**config.mk**
```make
export PLATFORM = sky130hd
export DESIGN_NAME = mux16_rr_arbiter_flat
export DESIGN_NICKNAME = d
export VERILOG_FILES = /design/src/rtl/mux16_rr_arbiter_if.sv /design/src/rtl/mux16_rr_arbiter.sv /design/src/flat_wrapper.sv
export SDC_FILE = /design/constraint.sdc
export NUM_CORES = 1
export LEC_CHECK = 0
export CAP_MARGIN = 10
export CORE_ASPECT_RATIO = 2
export CORE_MARGIN = 2
export CORE_UTILIZATION = 47
export CTS_CLUSTER_DIAMETER = 30
export DETAILED_ROUTE_END_ITERATION = 7
export GPL_ROUTABILITY_DRIVEN = 0
export HOLD_SLACK_MARGIN = 0.02
export PLACE_DENSITY = 0.78
export SLEW_MARGIN = 20
export SYNTH_ARGS = -nofsm -noshare
export SYNTH_HDL_FRONTEND = slang
export SYNTH_SLANG_ARGS = --single-unit
```
**constraint.sdc**
```tcl
create_clock -name clk -period 4.7 [get_ports clk]
set_clock_uncertainty 0.1 [all_clocks]
set_input_delay 0.94 -clock clk [delete_from_list [all_inputs] [get_ports clk]]
set_output_delay 0.94 -clock clk [all_outputs]
set_load 0.01 [all_outputs]
```
**src/rtl/mux16_rr_arbiter_if.sv**
```systemverilog
// Handshake/bus bundle between requesters and the mux16 round-robin arbiter.
// master drives requests/data; slave is the arbiter that drives select, grant and status.
interface mux16_rr_arbiter_if;
    logic [15:0] req;
    logic        done;
    logic [15:0] data_in;
    logic [3:0]  sel;
    logic [15:0] gnt;
    logic        busy;
    logic        data_out;
    logic        timeout;

    modport master (
        output req, done, data_in,
        input  sel, gnt, busy, data_out, timeout
    );

    modport slave (
        input  req, done, data_in,
        output sel, gnt, busy, data_out, timeout
    );
endinterface

```
**src/rtl/mux16_rr_arbiter.sv**
```systemverilog
// Round-robin select controller for a shared 16:1 single-bit mux.
// Define MUX16_ARB_TIMEOUT_EN to force-release a grant after MAX_HOLD cycles.
module mux16_rr_arbiter #(
    parameter int unsigned MAX_HOLD = 8
) (
    input  logic               clk,
    input  logic               rst,
    mux16_rr_arbiter_if.slave  bus
);

    typedef enum logic {IDLE, GRANT} state_t;

    if (MAX_HOLD < 1 || MAX_HOLD > 255) begin : g_bad_max_hold
        $error("MAX_HOLD must be in 1..255");
    end

    state_t      state_q, state_d;
    logic [3:0]  ptr_q, ptr_d;
    logic [3:0]  sel_q, sel_d;
    logic [15:0] gnt_q, gnt_d;
    logic        busy_q, busy_d;
    logic        timeout_q, timeout_d;

    // Requests rotated so that bit 0 is the current highest-priority slot.
    logic [15:0] req_rot;
    genvar gi;
    generate
        for (gi = 0; gi < 16; gi++) begin : g_rot
            assign req_rot[gi] = bus.req[ptr_q + 4'(gi)];
        end
    endgenerate

    logic       found;
    logic [3:0] offset;
    logic [3:0] winner;

    always_comb begin
        found  = 1'b0;
        offset = 4'd0;
        for (int i = 15; i >= 0; i--) begin
            if (req_rot[i]) begin
                found  = 1'b1;
                offset = 4'(i);
            end
        end
        winner = ptr_q + offset;
    end

    logic owner_req;
    logic release_now;
    logic forced;
    assign owner_req = bus.req[sel_q];

`ifdef MUX16_ARB_TIMEOUT_EN
    logic [7:0] hold_q, hold_d;
    logic       hold_hit;
    assign hold_hit    = (hold_q == 8'(MAX_HOLD));
    assign forced      = hold_hit && !bus.done && owner_req;
    assign release_now = bus.done || !owner_req || hold_hit;
`else
    assign forced      = 1'b0;
    assign release_now = bus.done || !owner_req;
`endif

    always_comb begin
        state_d   = state_q;
        ptr_d     = ptr_q;
        sel_d     = sel_q;
        gnt_d     = gnt_q;
        busy_d    = busy_q;
        timeout_d = 1'b0;
`ifdef MUX16_ARB_TIMEOUT_EN
        hold_d    = hold_q;
`endif
        if (state_q == GRANT && !release_now) begin
`ifdef MUX16_ARB_TIMEOUT_EN
            hold_d = (hold_q == 8'hFF) ? hold_q : hold_q + 8'd1;
`endif
        end else if (found) begin
            // Fresh grant from IDLE, or same-edge handover with no bubble.
            state_d   = GRANT;
            sel_d     = winner;
            gnt_d     = 16'd1 << winner;
            busy_d    = 1'b1;
            ptr_d     = winner + 4'd1;
            timeout_d = forced;
`ifdef MUX16_ARB_TIMEOUT_EN
            hold_d    = 8'd1;
`endif
        end else begin
            state_d = IDLE;
            gnt_d   = 16'd0;
            busy_d  = 1'b0;
        end
    end

    always_ff @(posedge clk or posedge rst) begin
        if (rst) begin
            state_q   <= IDLE;
            ptr_q     <= 4'd0;
            sel_q     <= 4'd0;
            gnt_q     <= 16'd0;
            busy_q    <= 1'b0;
            timeout_q <= 1'b0;
`ifdef MUX16_ARB_TIMEOUT_EN
            hold_q    <= 8'd0;
`endif
        end else begin
            state_q   <= state_d;
            ptr_q     <= ptr_d;
            sel_q     <= sel_d;
            gnt_q     <= gnt_d;
            busy_q    <= busy_d;
            timeout_q <= timeout_d;
`ifdef MUX16_ARB_TIMEOUT_EN
            hold_q    <= hold_d;
`endif
        end
    end

    assign bus.sel      = sel_q;
    assign bus.gnt      = gnt_q;
    assign bus.busy     = busy_q;
    assign bus.timeout  = timeout_q;
    assign bus.data_out = busy_q & bus.data_in[sel_q];

endmodule

```
**src/flat_wrapper.sv**
```systemverilog
// flat-port wrapper written by rule: the top's interface ports become plain ports
module mux16_rr_arbiter_flat 
#(
    parameter int unsigned MAX_HOLD = 8
)
  (clk, rst, bus_req, bus_done, bus_data_in, bus_sel, bus_gnt, bus_busy, bus_data_out, bus_timeout);
  mux16_rr_arbiter_if bus_i ();
  input  logic clk;
  input  logic rst;
  input wire logic [$bits(bus_i.req)-1:0] bus_req;
  input wire logic [$bits(bus_i.done)-1:0] bus_done;
  input wire logic [$bits(bus_i.data_in)-1:0] bus_data_in;
  output wire logic [$bits(bus_i.sel)-1:0] bus_sel;
  output wire logic [$bits(bus_i.gnt)-1:0] bus_gnt;
  output wire logic [$bits(bus_i.busy)-1:0] bus_busy;
  output wire logic [$bits(bus_i.data_out)-1:0] bus_data_out;
  output wire logic [$bits(bus_i.timeout)-1:0] bus_timeout;
  assign bus_i.req = bus_req;
  assign bus_i.done = bus_done;
  assign bus_i.data_in = bus_data_in;
  assign bus_sel = bus_i.sel;
  assign bus_gnt = bus_i.gnt;
  assign bus_busy = bus_i.busy;
  assign bus_data_out = bus_i.data_out;
  assign bus_timeout = bus_i.timeout;
  mux16_rr_arbiter #(.MAX_HOLD(MAX_HOLD)) u_core (.clk(clk), .rst(rst), .bus(bus_i));
endmodule
```
# ---- Yosys cells after proc, flatten, opt, wreduce, memory -nomap -nowiden
# Cells that the tools add are included.
dict set report op_classes {
  add_sub_neg 17
  n_lt_le_gt_ge 17
  shifts 1
  n_mux 70
  n_bitwise 2
  n_reduce_logical 5
}
# op count
set ops {}
lappend ops {{4-bit by 5-bit less-than comparator with 1-bit output, second input constant} 17}
lappend ops {{1-bit binary-select mux with 4-bit select} 18}
lappend ops {{4-bit two-way mux} 16}
lappend ops {{1-bit two-way mux} 35}
lappend ops {{4-bit adder, second input constant} 8}
lappend ops {{4-bit by 3-bit adder with 4-bit output, second input constant} 4}
lappend ops {{16-bit two-way mux} 1}
lappend ops {{1-bit by 4-bit << shifter with 16-bit output, first input constant} 1}
lappend ops {{4-bit by 1-bit adder with 4-bit output, second input constant} 2}
lappend ops {{4-bit by 2-bit adder with 4-bit output, second input constant} 2}
lappend ops {{4-bit adder} 1}
lappend ops {{1-bit zero test} 2}
lappend ops {{2-bit AND reduction} 1}
lappend ops {{1-bit bitwise AND} 1}
lappend ops {{1-bit logical AND} 1}
lappend ops {{1-bit logical OR} 1}
lappend ops {{1-bit inverter} 1}
dict set report word_totals {
  reg_bits 25
  inputBits 35
  output_inout_bits 23
  elab_cells 116
}

# ---- Logic depth before layout (Yosys ltp)
# Gate-level depths: netlist of run 1.
dict set report depth {
  word_depth 22
  ltp_mapped 20
  ltp_nobuf 17
}

# ---- Least setup slack after synthesis of run 1
# OpenSTA, ideal clock, no wires.
dict set report synth_path {
  kind {reg2reg}
  from {register u_core.ptr_q[1]}
  to {register u_core.ptr_q[2]}
  setup_ps 125
  arrival_time_ps 4947
  required_ps 4475
  slack_ps -472
  stages_incl_launch_ff 17
  n_path_buf 2
  period_less_slack_ps 5172
  path_cell_list {dfrtp_1 -> buf_2 -> inv_1 -> ha_1 -> buf_2 -> mux4_2 -> mux4_2 -> a221oi_1 -> o21ai_0 -> a211oi_1 -> nor2_1 -> ha_1 -> fa_1 -> xnor2_1 -> clkinv_1 -> ha_1 -> mux2_4}
}
dict set report synth_via {
  elab_chain_len 21
  elab_cells_between_ends 82
  classes_between {add/sub: 17; mux: 64; reduce/logical: 1}
}
# item line_no
set synth_rtl {}
lappend synth_rtl {{start: declaration} mux16_rr_arbiter.sv:18} ;# logic [3:0] ptr_q, ptr_d;
lappend synth_rtl {{start signal: assignment} mux16_rr_arbiter.sv:110} ;# ptr_q <= ptr_d;
lappend synth_rtl {{4-bit adder} mux16_rr_arbiter.sv:29} ;# assign req_rot[gi] = bus.req[ptr_q + 4'(gi)];
lappend synth_rtl {{1-bit binary-select mux with 4-bit select} mux16_rr_arbiter.sv:29}
lappend synth_rtl {{1-bit two-way mux (implied by the code)} mux16_rr_arbiter.sv:29}
lappend synth_rtl {{4-bit two-way mux (16 in series)} mux16_rr_arbiter.sv:41} ;# if (req_rot[i]) begin
lappend synth_rtl {{4-bit adder} mux16_rr_arbiter.sv:46} ;# winner = ptr_q + offset;
lappend synth_rtl {{4-bit by 1-bit adder with 4-bit output} mux16_rr_arbiter.sv:85} ;# ptr_d = winner + 4'd1;
# Several ways; a longest one is shown, not always the timed one. The select of a mux whose other input is x is not followed.
# A chain may end at the register's enable or synchronous reset.

# ---- Final worst setup path of run 1
dict set report layout_path {
  from {input port bus_req[0]}
  to {register u_core.ptr_q[3]}
}
dict set report layout_via {
  elab_chain_len 20
  elab_cells_between_ends 74
  classes_between {add/sub: 2; mux: 66; bitwise: 1; reduce/logical: 5}
}
# item line_no
set layout_rtl {}
lappend layout_rtl {{start: declaration} flat_wrapper.sv:10} ;# input wire logic [$bits(bus_i.req)-1:0] bus_req;
lappend layout_rtl {{1-bit binary-select mux with 4-bit select} mux16_rr_arbiter.sv:29}
lappend layout_rtl {{1-bit two-way mux (implied by the code)} mux16_rr_arbiter.sv:29}
lappend layout_rtl {{4-bit two-way mux (16 in series)} mux16_rr_arbiter.sv:41}
lappend layout_rtl {{4-bit adder} mux16_rr_arbiter.sv:46}
lappend layout_rtl {{4-bit by 1-bit adder with 4-bit output} mux16_rr_arbiter.sv:85}
# Several ways; a longest one is shown, not always the timed one. The select of a mux whose other input is x is not followed.

==> results of run 1 <==
[worst reg2reg max path: stages (launching register included)]
cell      delay (ps)
dfrtp_2          370
inv_1            120
ha_4             360
mux4_2           590
mux4_2           540
a221oi_2         250
o21ai_0          110
a211oi_1         240
nor2_1            90
ha_1             190
fa_1             420
xnor2_2          210
clkinv_2         110
nand3_1          130
xnor2_1          160
mux2i_1          210
o22ai_1          100
[layer usage]
metal / vias up / part of all wire [%] / GRT usage, %
li1: 1030 / - / -
met4: 0 / 7.8 / 17.1
met1: 1169 / 31 / 23.1
met3: 33 / 2.5 / 0.465
met2: 86 / 59 / 44.4
met5: - / 0 / 0
[Yosys cell counts, drive strengths merged]
library cell	instances
mux4	44
nor2	9
o21a	1
buf	7
nand2b	2
inv	11
nor2b	1
and3b	1
a22o	8
a21boi	1
o22ai	1
mux2i	8
o2bb2ai	1
a221oi	1
and3	7
nand2	11
o21ai	10
ha	16
a211oi	2
a21o	1
a311oi	1
o31ai	1
dfrtp	25
clkinv	1
conb	1
a21oi	5
xnor2	10
fa	1
or4	2
nand3b	1
mux2	5
and2	1
or2	1
xor2	2
clkbuf	6
nor4	4
nand3	9
[worst max-delay path by stage]
stage / end / slack (ps) / cells after the start
3_5_place_dp: u_core.ptr_q[3] / -280 / 15
2_1_floorplan: u_core.ptr_q[2] / 2 / 16
4_1_cts: u_core.ptr_q[3] / 5 / 15
5_1_grt: u_core.ptr_q[3] / 30 / 15
6_report: u_core.ptr_q[3] / 200 / 15
3_3_place_gp: u_core.bus.gnt[10] / -220 / 13
[repair_timing]
action / CTS / global route
gates resized for setup: 2 / 19
pin swaps: 0 / 1
buffers inserted: 0 / 1
endpoints found under the setup margin: 1 / 20
[cell families (layout without fill, tap and decap cells)]
kind of cell / Yosys count / after routing
flip-flops: 25 / 25
XOR/XNOR: 12 / 12
buffers and inverters: 25 / 104
AO/OA/AOI/OAI: 33 / 33
adder cells (fa/ha/maj): 17 / 17
multiplexers: 57 / 57
AND/OR/NAND/NOR: 49 / 49
other: 1 / 1
[cell usage in the layout (no fill, tap or decap), types with 2 or more instances in the layout]
cell	Yosys	routed
clkdlybuf4s50_1	0	40
inv_1	11	11
xor2_1	2	2
dlymetal6s2s_1	0	14
and3_1	7	7
ha_1	16	15
dfrtp_1	25	23
nand2_1	11	11
o21ai_0	10	10
mux2i_1	8	8
mux4_1	2	2
buf_4	1	32
a21oi_1	5	5
dfrtp_2	0	2
xnor2_1	10	9
clkbuf_16	0	3
nor4_1	3	2
nand3_1	9	9
a22o_1	8	8
nor2_1	9	9
dlygate4sd2_1	0	2
mux2_4	4	4
mux4_2	42	42
[final cells by class]
cell class              instances  area, sq um  share of cell area (%)
clock inverters                 1         8.76                   0.237
flip-flops and latches         25          628                    17.0
repair buffers                 88          833                    22.6
well taps                      61         76.3                    2.07
clock buffers                   3         75.1                    2.03
inverters                      12         46.3                    1.25
multi-input cells             169         2020                    54.8
[through the flow]
stage	cells	util (%)	setup TNS, ps
3_3_place_gp	354	62.5	-3260
6_report	359	65.2	0
5_1_grt	359	65.2	0
2_1_floorplan	219	-	0
4_1_cts	358	63.9	0
3_5_place_dp	354	62.5	-4220
[sequential cells by signal, indices dropped and copies added (netlist names)]
name	cells
u_core.bus.sel	4
u_core.ptr_q	4
u_core.bus.gnt	16
u_core.bus.busy	1
==> key figures, run 1 <==
Critical path
  • Worst Path Max Fanout: 6
  • WP buf/inv: 2
  • Worst Path Arrival: 4510 ps
  • Max stage delay on crit path: between 500 and 600 ps
  • CP delay by family, top: multiplexers
  • Crit Path Class: input port to flip-flop
  • CP cell instances: dlygate4sd2_1 -> mux4_2 -> mux4_2 -> a221oi_2 -> o21ai_0 -> a211oi_1 -> nor2_1 -> ha_1 -> fa_1 -> xnor2_2 -> clkinv_2 -> nand3_1 -> xnor2_1 -> mux2i_1 -> o22ai_1
  • Most frequent CP cell: mux4_2
  • CP Capture Type: flip-flop
  • CP Data Required Time: 4710 ps
  • Crit path from: bus_req[0]
  • Reg-to-Reg End: u_core.ptr_q[3]
  • R2r setup slk: 270 ps
  • R2r worst-path depth: 16
  • Slowest CP cell: mux4_2
  • Crit Reg-Reg Startpoint: u_core.ptr_q[1]
  • CP startpoint kind: input port

Detailed routing
  • Via count: 2318
  • DR WL/cell: roughly 20 um
  • Drt initial violations: ~70
  • Via density: 6.46
  • Drt total wl: a little over 7000 um
  • DRT antenna net count: 0
  • Remaining DRCs: 0
  • First-pass DRT Iterations: 4

Synth
  • FF+latch count, synth: 25
  • Synth top area share: 34.7%
  • Post-Synth XOR/XNOR Area: slightly below 4%
  • Mux cell area share after synthesis: a little over two fifths
  • Syn nets: around 270
  • Simple-Gate Fraction of Synth Area: between 10% and 20%
  • Mean Syn Cell Area: 12.5 sq um
  • Synth cell types: 45
  • Post-Syn Area: approximately 0.0027 sq mm
  • Seq/Total Area, Yosys: roughly 23%
  • Post-synthesis compound-gate area fraction: roughly 8.3%
  • Synth warnings: 0
  • Adder-cell share of the synthesized area: under 10%
  • Synth area leaders: mux4_2 35%, dfrtp_1 23%, ha_1 7.3%, xnor2_1 3.2%, mux2i_1 2.9%
  • Syn Inst Count: 219
  • Post-synth top area cell: mux4_2
  • Main combinational cell family by area after synthesis: multiplexers

Clock network
  • Total CTS buffers: 3
  • CTS tree: yes
  • CTS max path bufs: 2
  • Hold-fix buffers, CTS: 0
  • Clk_lat worst skew: roughly 260 ps
  • Root Buffer Master: clkbuf_16
  • Clock sink count: 25
  • Clk slew on worst S/H paths: 60 ps
  • H-Tree Depth: 1

Layout
  • Share of layout cells above drive strength 1: 32.2%
  • Nets: 351
  • Area Overhead vs Synth: 35.3%
  • Layout fillers: 440
  • Final standard cell area without fillers: around 0.0037 sq mm
  • Diodes inserted: 0

Global routing
  • Grt ovf: 0
  • Largest net degree at the start of global routing: 26
  • Gr usage total: around a quarter
  • Initial antenna violation count: 0
  • Number of global-route vias before repair: ~2.4k
  • Global-route wire length before repair: 11800 um

Floorplanning
  • Die ar.: between 0.006 and 0.007 sq mm
  • IO Count: 58
  • Core ar.: 0.00566 sq mm
  • Die X: roughly 58 um
  • Initial Util: 48.2%
  • Die Span Y: 112 um
  • Row cnt: 39

STA
  • Final Hold Violating Endpoints: 0
  • Worst slew margin: about two fifths
  • Max Freq: ~220 MHz
  • Setup ws final: around 200 ps
  • Number of setup violations in the final report: 0
  • Worst slew pin tran: slightly above 900 ps
  • RSZ-0062 raised after global routing: no
  • Slew Viols, Final: 0
  • Crit path time final: between 4000 and 5000 ps
  • Final period utilization: about 96%
  • WHS: ~380 ps

Placed design
  • IO buf count: 56
  • Post-placement cell area: roughly 0.0035 sq mm
  • Post-Place Worst Slack: -275 ps
  • Detail Placement HPWL: about 6000 um

Min path
  • Min-Delay Startpoint: u_core.bus.gnt[0]
  • Hold worst-path end: u_core.bus.gnt[0]
  • Worst hold stages: 2
  • Class of the worst hold path: flip-flop to flip-flop

Outcome
  • Run status: finished, final reports clean

Run
  • Max Cap Viol: 0
Power of run 1 is not shown: default switching activity piles up to over one toggle a cycle in this logic, so the estimate is an artifact.
==> run 2, diff against run 1 <==
--- a/config.mk
+++ b/config.mk
@@ -8,12 +8,13 @@
 export CAP_MARGIN = 10
 export CORE_ASPECT_RATIO = 2
 export CORE_MARGIN = 2
-export CORE_UTILIZATION = 47
+export CORE_UTILIZATION = 48
+export CTS_BUF_LIST = sky130_fd_sc_hd__clkbuf_8
 export CTS_CLUSTER_DIAMETER = 30
 export DETAILED_ROUTE_END_ITERATION = 7
-export GPL_ROUTABILITY_DRIVEN = 0
 export HOLD_SLACK_MARGIN = 0.02
-export PLACE_DENSITY = 0.78
+export PLACE_DENSITY = 0.79
+export SKIP_CTS_REPAIR_TIMING = 1
 export SLEW_MARGIN = 20
 export SYNTH_ARGS = -nofsm -noshare
 export SYNTH_HDL_FRONTEND = slang
==> run 2 against run 1 <==
Setup slack improved by 9.1 ps. Critical endpoint is now u_core.ptr_q[2]. Fmax grew 0.20%. Die area is 2.0% lower. Global-route usage increased by 1.7 points.
==> key figures, run 2 (synthesis gave the netlist of run 1 again) <==
Floorplanning
  • Die X: roughly 57 um
  • Row cnt: 38
  • Core ar.: between 0.005 and 0.006 sq mm
  • Die Span Y: about 110 um
  • IO Count: 58
  • Die ar.: between 0.006 and 0.007 sq mm
  • Initial Util: 49.9%

Global routing
  • Gr usage total: 25.2%
  • Largest net degree at the start of global routing: 26
  • Grt ovf: 0
  • Initial antenna violation count: 0
  • Number of global-route vias before repair: approximately 2.6k
  • Global-route wire length before repair: about 12000 um

Run
  • Max Cap Viol: 0

Detailed routing
  • Via density: ~6.4
  • DR WL/cell: 20.5 um
  • First-pass DRT Iterations: 4
  • Drt total wl: between 7000 and 8000 um
  • DRT antenna net count: 0
  • Drt initial violations: 85
  • Via count: roughly 2.4k
  • Remaining DRCs: 0

Clock network
  • CTS max path bufs: 2
  • Root Buffer Master: clkbuf_8
  • Clock sink count: 25
  • Total CTS buffers: 3
  • Clk slew on worst S/H paths: 90 ps
  • Clk_lat worst skew: between 200 and 300 ps
  • CTS tree: yes
  • H-Tree Depth: 1

Placed design
  • Post-placement cell area: between 0.003 and 0.004 sq mm
  • Routability Congestion: roughly 0.94
  • IO buf count: 56
  • Inst Count DP: approximately 370
  • Detail Placement HPWL: around 6300 um

Critical path
  • Crit Path Class: flip-flop to flip-flop
  • CP Capture Type: flip-flop
  • Worst Path Arrival: between 4000 and 5000 ps
  • CP startpoint kind: flip-flop
  • CP Data Required Time: roughly 4800 ps
  • Worst Path Max Fanout: 6

STA
  • Max Freq: between 200 and 250 MHz
  • Number of setup violations in the final report: 0
  • Worst slew margin: 38.9%
  • Final Hold Violating Endpoints: 0
  • Worst slew pin tran: just over 900 ps
  • Final period utilization: between 90 and 100%
  • RSZ-0062 raised after global routing: no
  • Slew Viols, Final: 0
  • Crit path time final: ~4500 ps

Layout
  • Area Overhead vs Synth: 38.8%
  • Most frequent cells in the layout: 46 x buf_4, 42 x mux4_2, 40 x clkdlybuf4s50_1
  • Diodes inserted: 0
  • Layout fillers: 391
  • Share of layout cells above drive strength 1: a little under two fifths
  • Layout Cells excl Fill: about 370
  • Max reg flops: 16
  • Final standard cell area without fillers: 0.00378 sq mm
  • Most common cell after layout, fill and taps aside: buf_4
  • Nets: approximately 370

Outcome
  • Run status: finished, final reports clean

Min path
  • Class of the worst hold path: flip-flop to flip-flop
## run 2: worst paths after layout
path | endpoint | slack [ps] | depth (start not counted) | start
min in group asynchronous | u_core.bus.gnt[11] | 1060 | 2 | rst
max in group asynchronous | u_core.ptr_q[1] | 2820 | 2 | rst
min reg2reg | u_core.bus.gnt[0] | 380 | 2 | u_core.bus.gnt[0]
min | u_core.bus.gnt[0] | 380 | 2 | u_core.bus.gnt[0]
max reg2reg | u_core.ptr_q[2] | 210 | 13 | u_core.ptr_q[1]
max | u_core.ptr_q[2] | 210 | 13 | u_core.ptr_q[1]
## run 2: critical path, cell delays in order, from the launching register on
cell,delay [ps]
dfrtp_2,370
inv_1,60
ha_1,500
mux4_2,620
mux4_2,550
a221oi_1,270
o21ai_0,100
a211oi_1,230
nor2_1,100
ha_2,190
fa_2,600
ha_2,200
ha_1,230
mux2_4,260
## run 2: layout make-up
class                   count  area (sq um)  area share, %
clock buffers               3          41.3           1.09
clock inverters             1          7.51          0.198
inverters                  12          46.3           1.22
multi-input cells         169          2040           53.9
flip-flops and latches     25           628           16.6
well taps                  60          75.1           1.98
repair buffers            102           946           25.0
## run 2: routing by layer
layer	up-vias	share of wire, %	GRT usage (%)
li1	1057	-	-
met1	1200	28	22.1
met2	102	63	50.8
met3	25	3.2	1.52
met4	0	5.9	15.3
met5	-	0	0
## run 2: per-stage QoR
step	TNS, ps	hold WS [ps]	worst slack [ps]	util [%]
after global placement	-5700	364	-352	66.6
final	0	385	208	69.2
after detailed placement	-7590	372	-444	66.6
after CTS	-1980	391	-157	67.5
after floorplan	0	416	1.80	-
after global routing	0	427	25.5	69.2
Power of run 2 is left out for the same reason.
==> run 3, diff against run 2 <==
--- a/config.mk
+++ b/config.mk
@@ -13,7 +13,8 @@
 export CTS_CLUSTER_DIAMETER = 30
 export DETAILED_ROUTE_END_ITERATION = 7
 export HOLD_SLACK_MARGIN = 0.02
-export PLACE_DENSITY = 0.79
+export PLACE_DENSITY = 0.82
+export RECOVER_POWER = 50
 export SKIP_CTS_REPAIR_TIMING = 1
 export SLEW_MARGIN = 20
 export SYNTH_ARGS = -nofsm -noshare
==> run 3 against run 2 <==
Sequential share of layout area increased by 0.57 points. Via count decreased by 1.3%. Non-clock buffer count decreased by 11. Highest routed layer unchanged. Utilization decreased by 2.3 points. Critical path depth increased by 3. Die area unchanged. Largest cell class unchanged. Count of clock-buffer cells in the layout unchanged. Setup slack got worse by 23 ps. First-iteration DRC count decreased by 9.4%. Cell count decreased by 3.0%. Global-route usage decreased by 1.0 points. Register-to-register slack got worse by 20 ps.
==> key figures, run 3 (synthesis gave the netlist of run 1 again) <==
Placed design
  • Routability Congestion: roughly 0.92
  • Detail Placement HPWL: slightly above 6000 um
  • IO buf count: 56

Critical path
  • CP startpoint kind: flip-flop
  • Worst Path Max Fanout: 6
  • Worst Path Arrival: 4550 ps
  • CP Data Required Time: between 4000 and 5000 ps
  • Crit Path Class: flip-flop to flip-flop
  • CP Capture Type: flip-flop

Global routing
  • Largest net degree at the start of global routing: 26
  • Initial antenna violation count: 0
  • Grt ovf: 0
  • Number of global-route vias before repair: around 2.6k
  • Global-route wire length before repair: between 10000 and 15000 um
  • Gr usage total: around 24%

Floorplanning
  • IO Count: 58
  • Row cnt: 38
  • Die X: 57.3 um
  • Die Span Y: 111 um
  • Core ar.: between 0.005 and 0.006 sq mm
  • Initial Util: between 40% and 50%
  • Die ar.: between 0.006 and 0.007 sq mm

Detailed routing
  • DRT antenna net count: 0
  • Via density: roughly 6.5
  • Drt initial violations: 77
  • Drt total wl: 7270 um
  • Remaining DRCs: 0
  • Via count: 2353
  • DR WL/cell: between 20 and 25 um
  • First-pass DRT Iterations: 4

Clock network
  • Clk slew on worst S/H paths: 90 ps
  • Clock sink count: 25
  • CTS tree: yes
  • H-Tree Depth: 1
  • Total CTS buffers: 3
  • Root Buffer Master: clkbuf_8
  • CTS max path bufs: 2
  • Clk_lat worst skew: 280 ps

STA
  • Final period utilization: between 90% and 100%
  • WHS: 378 ps
  • Crit path time final: around 4500 ps
  • Worst slew pin tran: approximately 910 ps
  • RSZ-0062 raised after global routing: no
  • Worst slew margin: 39.5%
  • Number of setup violations in the final report: 0
  • Max Freq: 221 MHz
  • Final Hold Violating Endpoints: 0
  • Slew Viols, Final: 0

Layout
  • Layout fillers: 411
  • Share of layout cells above drive strength 1: approximately 32%
  • Max reg flops: 16
  • Diodes inserted: 0
  • Area Overhead vs Synth: 34.2%
  • Nets: 354
  • Most frequent cells in the layout: 42 x mux4_2, 35 x buf_4, 28 x clkdlybuf4s50_1
  • Area of the multi-input gates: 0.00200 sq mm
  • Register Area: approximately 630 sq um
  • Most common cell after layout, fill and taps aside: mux4_2

Run
  • Max Cap Viol: 0

Outcome
  • Run status: finished, final reports clean

Min path
  • Class of the worst hold path: flip-flop to flip-flop
## run 3: changes by cell type in the layout (fill, tap and decap cells not counted), sizes merged
cell,change
clkdlybuf4s50,-12
buf,-11
dlygate4sd3,+12
clkinv,+1
clkinvlp,-1
## run 3: path summary, 6_finish.rpt
kind                                   start                 end  slack, ps  cells after the start
max                          u_core.ptr_q[1]     u_core.ptr_q[3]        180                     16
min                        u_core.bus.gnt[7]   u_core.bus.gnt[7]        380                      2
max in group asynchronous                rst     u_core.ptr_q[0]       2690                      2
max reg2reg                  u_core.ptr_q[1]     u_core.ptr_q[3]        180                     16
min in group asynchronous                rst  u_core.bus.gnt[10]       1200                      2
min reg2reg                u_core.bus.gnt[7]   u_core.bus.gnt[7]        380                      2
## run 3: stage by stage
| step | worst slack, ps | TNS [ps] | instances | area [sq um] | util [%] |
|---|---|---|---|---|---|
| 3_3_place_gp | -186 | -2710 | 356 | 3560 | 65.1 |
| 2_1_floorplan | 1.80 | 0 | 219 | 2750 | - |
| 5_1_grt | 30.2 | 0 | 361 | 3660 | 66.9 |
| 4_1_cts | 20.0 | 0 | 360 | 3600 | 65.9 |
| 6_report | 184 | 0 | 361 | 3660 | 66.9 |
| 3_5_place_dp | -267 | -4340 | 356 | 3560 | 65.1 |
## run 3: layout make-up
cell class | count | area share (%)
multi-input combinational | 169 | 54.7
clock buffer | 3 | 1.13
tap | 60 | 2.05
sequential | 25 | 17.2
timing repair buffer | 91 | 23.6
inverter | 12 | 1.26
clock inverter | 1 | 0.137
## run 3: critical path, cell delays in order, from the launching register on
cell and delay [ps]:
dfrtp_2 360, inv_1 100, ha_2 470, mux4_2 610, mux4_2 520, a221oi_1 300
o21ai_0 120, a211oi_1 230, nor2_1 90, ha_1 200, fa_1 410, xnor2_2 210
clkinv_2 90, nand3_1 100, xnor2_1 140, mux2i_1 210, o22ai_1 90
## run 3: per-layer routing
metal / part of all wire, % / track usage, % / vias up
li1: - / - / 1031
met1: 30 / 21.8 / 1176
met2: 60 / 47.4 / 104
met3: 3.0 / 1.17 / 42
met4: 7.7 / 16.7 / 0
met5: 0 / 0 / -
Power of run 3 is left out for the same reason.
